**config.mk**
```make
export PLATFORM = sky130hd
export DESIGN_NAME = masked_share_encoder
export DESIGN_NICKNAME = d
export VERILOG_FILES = /design/src/rtl/aes_masked_pkg.sv /design/src/rtl/share_skid_buf.sv /design/src/rtl/masked_share_encoder.sv
export SDC_FILE = /design/constraint.sdc
export NUM_CORES = 1
export LEC_CHECK = 0
export ABC_AREA = 0
export CAP_MARGIN = 20
export CELL_PAD_IN_SITES_DETAIL_PLACEMENT = 1
export CELL_PAD_IN_SITES_GLOBAL_PLACEMENT = 2
export CORE_ASPECT_RATIO = 2
export CORE_UTILIZATION = 30
export CTS_CLUSTER_DIAMETER = 100
export CTS_CLUSTER_SIZE = 25
export DETAILED_ROUTE_END_ITERATION = 10
export PLACE_DENSITY = 0.9
export SETUP_SLACK_MARGIN = 0.1
export SLEW_MARGIN = 15
export SYNTH_ARGS = -nofsm -noshare
export SYNTH_HDL_FRONTEND = slang
export SYNTH_SLANG_ARGS = --single-unit
```
**constraint.sdc**
```tcl
create_clock -name clk -period 4.75 [get_ports clk]
set_input_delay 0.7125 -clock clk [delete_from_list [all_inputs] [get_ports clk]]
set_output_delay 0.7125 -clock clk [all_outputs]
set_load 0.005 [all_outputs]
```
**src/rtl/aes_masked_pkg.sv**
```systemverilog
// +------------------------------------------------------------------+
// | aes_masked_pkg                                                   |
// | Shared types and helpers for the masked AES S-box datapath.      |
// | Revision: 1.0                                                    |
// +------------------------------------------------------------------+
`default_nettype none

package aes_masked_pkg;

   localparam logic [15:0] LFSR_TAPS_C    = 16'hB400;
   localparam logic [15:0] SEED_DEFAULT_C = 16'hACE1;

   typedef struct packed {
      logic [7:0] s0;
      logic [7:0] s1;
   } share_pair_t;

   // Eight Galois steps: shift right, fold the taps in when a one falls out.
   function automatic logic [15:0] lfsr_step8(input logic [15:0] s,
                                              input logic [15:0] taps = LFSR_TAPS_C);
      logic [15:0] r;
      r = s;
      for (int i = 0; i < 8; i++) begin
         if (r[0]) r = (r >> 1) ^ taps;
         else      r = r >> 1;
      end
      return r;
   endfunction

   // Per 2-bit group k: {hi^lo, hi, lo}, the masked GF(2^2) multiplier operand layout.
   function automatic logic [11:0] to_factors(input logic [7:0] b);
      logic [11:0] f;
      f = '0;
      for (int k = 0; k < 4; k++) begin
         f[3*k +: 3] = {b[2*k+1] ^ b[2*k], b[2*k+1], b[2*k]};
      end
      return f;
   endfunction

endpackage

`default_nettype wire

```
**src/rtl/share_skid_buf.sv**
```systemverilog
// +------------------------------------------------------------------+
// | share_skid_buf                                                   |
// | Two-entry valid/ready skid buffer carrying a share pair.         |
// | Revision: 1.0                                                    |
// +------------------------------------------------------------------+
`default_nettype none

module share_skid_buf
   import aes_masked_pkg::*;
(
   input  logic        clk,
   input  logic        rst,
   input  logic        in_valid,
   output logic        in_ready,
   input  share_pair_t in_data,
   output logic        out_valid,
   input  logic        out_ready,
   output share_pair_t out_data
);

   logic        r_out_valid;
   share_pair_t r_out_data;
   logic        r_skid_valid;
   share_pair_t r_skid_data;
   logic        r_in_ready;

   logic        w_accept;
   logic        w_emit;
   logic        w_out_valid;
   share_pair_t w_out_data;
   logic        w_skid_valid;
   share_pair_t w_skid_data;

   assign w_accept = in_valid & r_in_ready;
   assign w_emit   = r_out_valid & out_ready;

   // The skid entry only fills when the output register is occupied and not draining.
   always_comb begin
      w_out_valid  = r_out_valid;
      w_out_data   = r_out_data;
      w_skid_valid = r_skid_valid;
      w_skid_data  = r_skid_data;
      if (r_skid_valid) begin
         if (w_emit) begin
            w_out_data   = r_skid_data;
            w_skid_valid = 1'b0;
         end
      end else if (w_accept) begin
         if (r_out_valid && !w_emit) begin
            w_skid_data  = in_data;
            w_skid_valid = 1'b1;
         end else begin
            w_out_data  = in_data;
            w_out_valid = 1'b1;
         end
      end else if (w_emit) begin
         w_out_valid = 1'b0;
      end
   end

   always_ff @(posedge clk) begin
      if (rst) begin
         r_out_valid  <= 1'b0;
         r_out_data   <= '0;
         r_skid_valid <= 1'b0;
         r_skid_data  <= '0;
         r_in_ready   <= 1'b1;
      end else begin
         r_out_valid  <= w_out_valid;
         r_out_data   <= w_out_data;
         r_skid_valid <= w_skid_valid;
         r_skid_data  <= w_skid_data;
         r_in_ready   <= !w_skid_valid;
      end
   end

   assign in_ready  = r_in_ready;
   assign out_valid = r_out_valid;
   assign out_data  = r_out_data;

endmodule

`default_nettype wire

```
**src/rtl/masked_share_encoder.sv**
```systemverilog
// +------------------------------------------------------------------+
// | masked_share_encoder                                             |
// | Splits plain bytes into two Boolean shares with an LFSR mask.    |
// | Revision: 1.0                                                    |
// +------------------------------------------------------------------+
`default_nettype none

module masked_share_encoder
   import aes_masked_pkg::*;
#(
   parameter logic [15:0] SEED_DEFAULT = SEED_DEFAULT_C,
   parameter logic [15:0] LFSR_TAPS    = LFSR_TAPS_C
)(
   input  logic        clk,
   input  logic        rst,
   input  logic        in_valid,
   output logic        in_ready,
   input  logic [7:0]  in_data,
   input  logic        seed_load,
   input  logic [15:0] seed,
   output logic        out_valid,
   input  logic        out_ready,
   output logic [7:0]  out_s0,
   output logic [7:0]  out_s1,
   output logic [11:0] out_f0,
   output logic [11:0] out_f1,
   output logic [15:0] out_count
);

   localparam logic [15:0] c_seed_init = (SEED_DEFAULT == 16'h0000) ? 16'h0001 : SEED_DEFAULT;

   logic [15:0] r_lfsr;
   logic [15:0] r_count;

   logic        w_in_ready;
   logic        w_out_valid;
   logic        w_accept;
   logic        w_emit;
   share_pair_t w_in_pair;
   share_pair_t w_out_pair;

   assign w_accept     = in_valid & w_in_ready;
   assign w_emit       = w_out_valid & out_ready;
   assign w_in_pair.s0 = in_data ^ r_lfsr[7:0];
   assign w_in_pair.s1 = r_lfsr[7:0];

   // A seed load wins over the advance; the byte accepted alongside it already took the old mask.
   always_ff @(posedge clk) begin
      if (rst) begin
         r_lfsr <= c_seed_init;
      end else if (seed_load) begin
         r_lfsr <= (seed == 16'h0000) ? 16'h0001 : seed;
      end else if (w_accept) begin
         r_lfsr <= lfsr_step8(r_lfsr, LFSR_TAPS);
      end
   end

   always_ff @(posedge clk) begin
      if (rst)         r_count <= '0;
      else if (w_emit) r_count <= r_count + 16'd1;
   end

   share_skid_buf u_buf (
      .clk       (clk),
      .rst       (rst),
      .in_valid  (in_valid),
      .in_ready  (w_in_ready),
      .in_data   (w_in_pair),
      .out_valid (w_out_valid),
      .out_ready (out_ready),
      .out_data  (w_out_pair)
   );

   assign in_ready  = w_in_ready;
   assign out_valid = w_out_valid;
   assign out_s0    = w_out_pair.s0;
   assign out_s1    = w_out_pair.s1;
   assign out_f0    = to_factors(w_out_pair.s0);
   assign out_f1    = to_factors(w_out_pair.s1);
   assign out_count = r_count;

endmodule

`default_nettype wire
```
==> summary.txt <==
GRT
  • Total global-route track usage: 16.9%
  • Pin count of the biggest net entering global routing: 42
  • Initial antenna violation count: 0
  • Vias in the first global route: approximately 3,200
  • First-pass GRT wire length: 15.4 mm
  • Gr ovfl total: 0

Hold path
  • Hold crit path type: flip-flop to flip-flop

Synthesis
  • Yosys reg bits: 67
  • Sequential-to-total area share from yosys stat: 39.8%
  • Post-synth cell types: 45
  • Cell count after synthesis: about 400
  • Syn Area/Cell: 8.41 sq um
  • Syn_nets: 431
  • Most used DFF post-synth: dfxtp_1
  • Post-synth EDFFs: 0
  • Mapped cell area: 3370 sq um
  • FFs w/ async S/R, synth: 0%
  • Yosys warns: 0

Critical path
  • Critical Path Start: in_valid
  • CP Launch Type: input port
  • Worst EP required: 4.98 ns
  • Kind of critical path: input port to flip-flop
  • Max FO, Critical Path: 24
  • R2r setup slk: 2.75 ns
  • Register-to-Register Path Depth: 5
  • Element type at the critical path end: flip-flop
  • Crit path to: u_buf.r_skid_data[11]$_SDFFE_PP0P_
  • Worst Path Arrival: about 2.7 ns
  • Worst reg2reg path startpoint: u_buf.in_ready$_SDFF_PP1_
  • Worst R2R End: u_buf.r_skid_data[11]$_SDFFE_PP0P_

STA
  • Crit share post-route: 52.5%
  • Final Hold Vio Count: 0
  • F_max: 401 MHz
  • Setup tns final: 0 ns
  • Final Max Slew Viols: 0
  • Worst Skew: 0.00749 ns
  • Fin crit period: 2.49 ns
  • RSZ-0062 raised after global routing: false
  • Final setup viols: 0
  • Worst-margin pin slew: 0.917 ns
  • Relative slew slack: 38.7%
  • Final setup margin: 2.26 ns

Floorplan
  • Die extent in y: 152 um
  • Ports: 87
  • Initial Util: 30.8%
  • Total die area: 11,700 sq um
  • Die width: 77.0 um
  • Core area: ~11,000 sq um
  • Row count: 54

Final layout
  • Commonest non-fill, non-tap cell in the layout: clkdlybuf4s50_1
  • Reg area: approximately 1300 sq um
  • Multi-input gate area: 1740 sq um
  • Filler cells: 1,308
  • Final instance area: between 4000 and 5000 sq um
  • Layout Nets: 483
  • Most frequent cells in the layout: clkdlybuf4s50_1, dfxtp_1, nand2_1, nor2_1, xnor2_1
  • Ant diodes: 0
  • Layout cells sized above 1: slightly above 7%
  • Final cell count without fillers: 598
  • Layout Area Growth over Synthesis: 32.4%

Power and ir drop
  • Pint: around 1.2 mW
  • Clock network power share: 41.6%
  • Leakage: 1.60 nW
  • Combinational Power Share: 18.6%
  • Reg power frac: 39.8%
  • PwrDens: 362 nW/um^2
  • Switch share: 27.1%
  • P_sw: 0.439 mW
  • VDD IR-drop max: around 0.19 mV

Place
  • Post-Place Worst Slack: 1.93 ns
  • Placement Cell Area: 4150 sq um
  • Number of buffers inserted by port buffering: 86
  • GPL Wtd Cong: 0.734
  • DP Wirelength: 6.74 mm
  • Placed insts: ~580

Routing
  • Vias post-DR: between 2,000 and 3,000
  • Via density: about 4.9
  • DR iter-0 viols: 124
  • Pre-Repair DR Iteration Count: 4
  • Routed len/inst: roughly 15 um
  • DRC Markers: 0
  • Total Wirelength: ~9.2 mm
  • Post-route ant nets: 0

Clock tree
  • Longest Clk Path Bufs: 2
  • Skew-Pair Late Insertion Delay: roughly 0.34 ns
  • Hold buffer count at cts: 0
  • H-tree levels: 3
  • Num CTS Buffers: 9
  • Post-CTS Setup Repair Bufs: 0
  • TritonCTS clock tree: done
  • CTS sink count: 67
  • Root Driver: clkbuf_16
  • Clock transition at path regs: approximately 0.060 ns
  • PostCTS Resize Cnt: 0

Job
  • Max Cap Violations: 0

Outcome
  • Run status: completed
==> metrics by stage <==
| step | hold WS [ns] | power (mW) | utilization, % |
|---|---|---|---|
| CTS | 0.456 | 1.64 | 40.7 |
| global route | 0.487 | 1.70 | 40.8 |
| global placement | 0.442 | 0.949 | 37.9 |
| detailed placement | 0.448 | 0.961 | 37.9 |
| finish | 0.454 | 1.62 | 40.8 |
| floorplan | 0.436 | 0.827 | - |
==> layer usage <==
layer | GRT usage, % | part of all wire, %
met1 | 15.6 | 36
met2 | 32.7 | 57
met3 | 3.42 | 2.8
met4 | 10.1 | 4.4
met5 | 0 | 0
==> worst min path at each step <==
stage                                       from                           endpoint  slack [ns]  cells past startpoint
6_report       u_buf.r_skid_data[4]$_SDFFE_PP0P_  u_buf.r_skid_data[4]$_SDFFE_PP0P_        0.45                      2
5_1_grt        u_buf.r_skid_data[5]$_SDFFE_PP0P_  u_buf.r_skid_data[5]$_SDFFE_PP0P_        0.49                      2
4_1_cts        u_buf.r_skid_data[4]$_SDFFE_PP0P_  u_buf.r_skid_data[4]$_SDFFE_PP0P_        0.46                      2
3_5_place_dp   u_buf.r_skid_data[4]$_SDFFE_PP0P_  u_buf.r_skid_data[4]$_SDFFE_PP0P_        0.45                      2
3_3_place_gp   u_buf.r_skid_data[0]$_SDFFE_PP0P_  u_buf.r_skid_data[0]$_SDFFE_PP0P_        0.44                      2
2_1_floorplan  u_buf.r_skid_data[0]$_SDFFE_PP0P_  u_buf.r_skid_data[0]$_SDFFE_PP0P_        0.44                      2
==> power by group through the flow <==
stage          clock network, mW  logic (mW)  registers [mW]
3_5_place_dp                   0       0.300           0.661
4_1_cts                    0.691       0.302           0.649
6_report                   0.674       0.301           0.644
2_1_floorplan                  0       0.193           0.634
5_1_grt                    0.717       0.334           0.651
3_3_place_gp                   0       0.291           0.657
==> cell families after synthesis <==
kind of cell	count (synthesis)	synth area share (%)
muxes	20	6.16
buffers and inverters	53	8.57
and+or+nand+nor	142	20.0
DFF	67	39.8
adders and majority gates	1	0.371
xor gates and xnor gates	45	11.7
AOI/OAI and AO/OA	73	13.5
==> state kept, by name (all words and copies together), names as in the netlist <==
signal	flops
u_buf.r_skid_valid	1
u_buf.out_data	16
r_lfsr	16
u_buf.r_skid_data	16
u_buf.in_ready	1
out_count	16
u_buf.out_valid	1
==> synthesized netlist by cell type (4+ instances only) <==
master    instances  area (sq um)
buf_4            17           128
nor4_1            6          37.5
mux2_2            6          67.6
nor2_1           44           165
inv_1             5          18.8
buf_2            14          70.1
xor2_1           15           131
o21ai_0          14          70.1
nand2_1          61           229
nand3_1           4          20.0
a21oi_1          27           135
a211oi_1         18           135
mux2i_1          14           140
dfxtp_1          67          1340
clkbuf_1         14          52.6
xnor2_1          30           263
==> area by class of cell <==
type / instances / share of cell area, %
clock buffer: 9 / 5.04
multi-input combinational: 281 / 39.0
clock inverter: 7 / 1.74
timing repair buffer: 89 / 19.8
sequential: 67 / 30.0
tap: 140 / 3.92
inverter: 5 / 0.420
==> critical path: stages <==
cell,delay [ns]
clkdlybuf4s50_1,0.49
and2_1,0.13
buf_4,0.26
and3_1,0.74
nor2_1,0.11
a211oi_1,0.28
(Power assumes the default switching activity.)
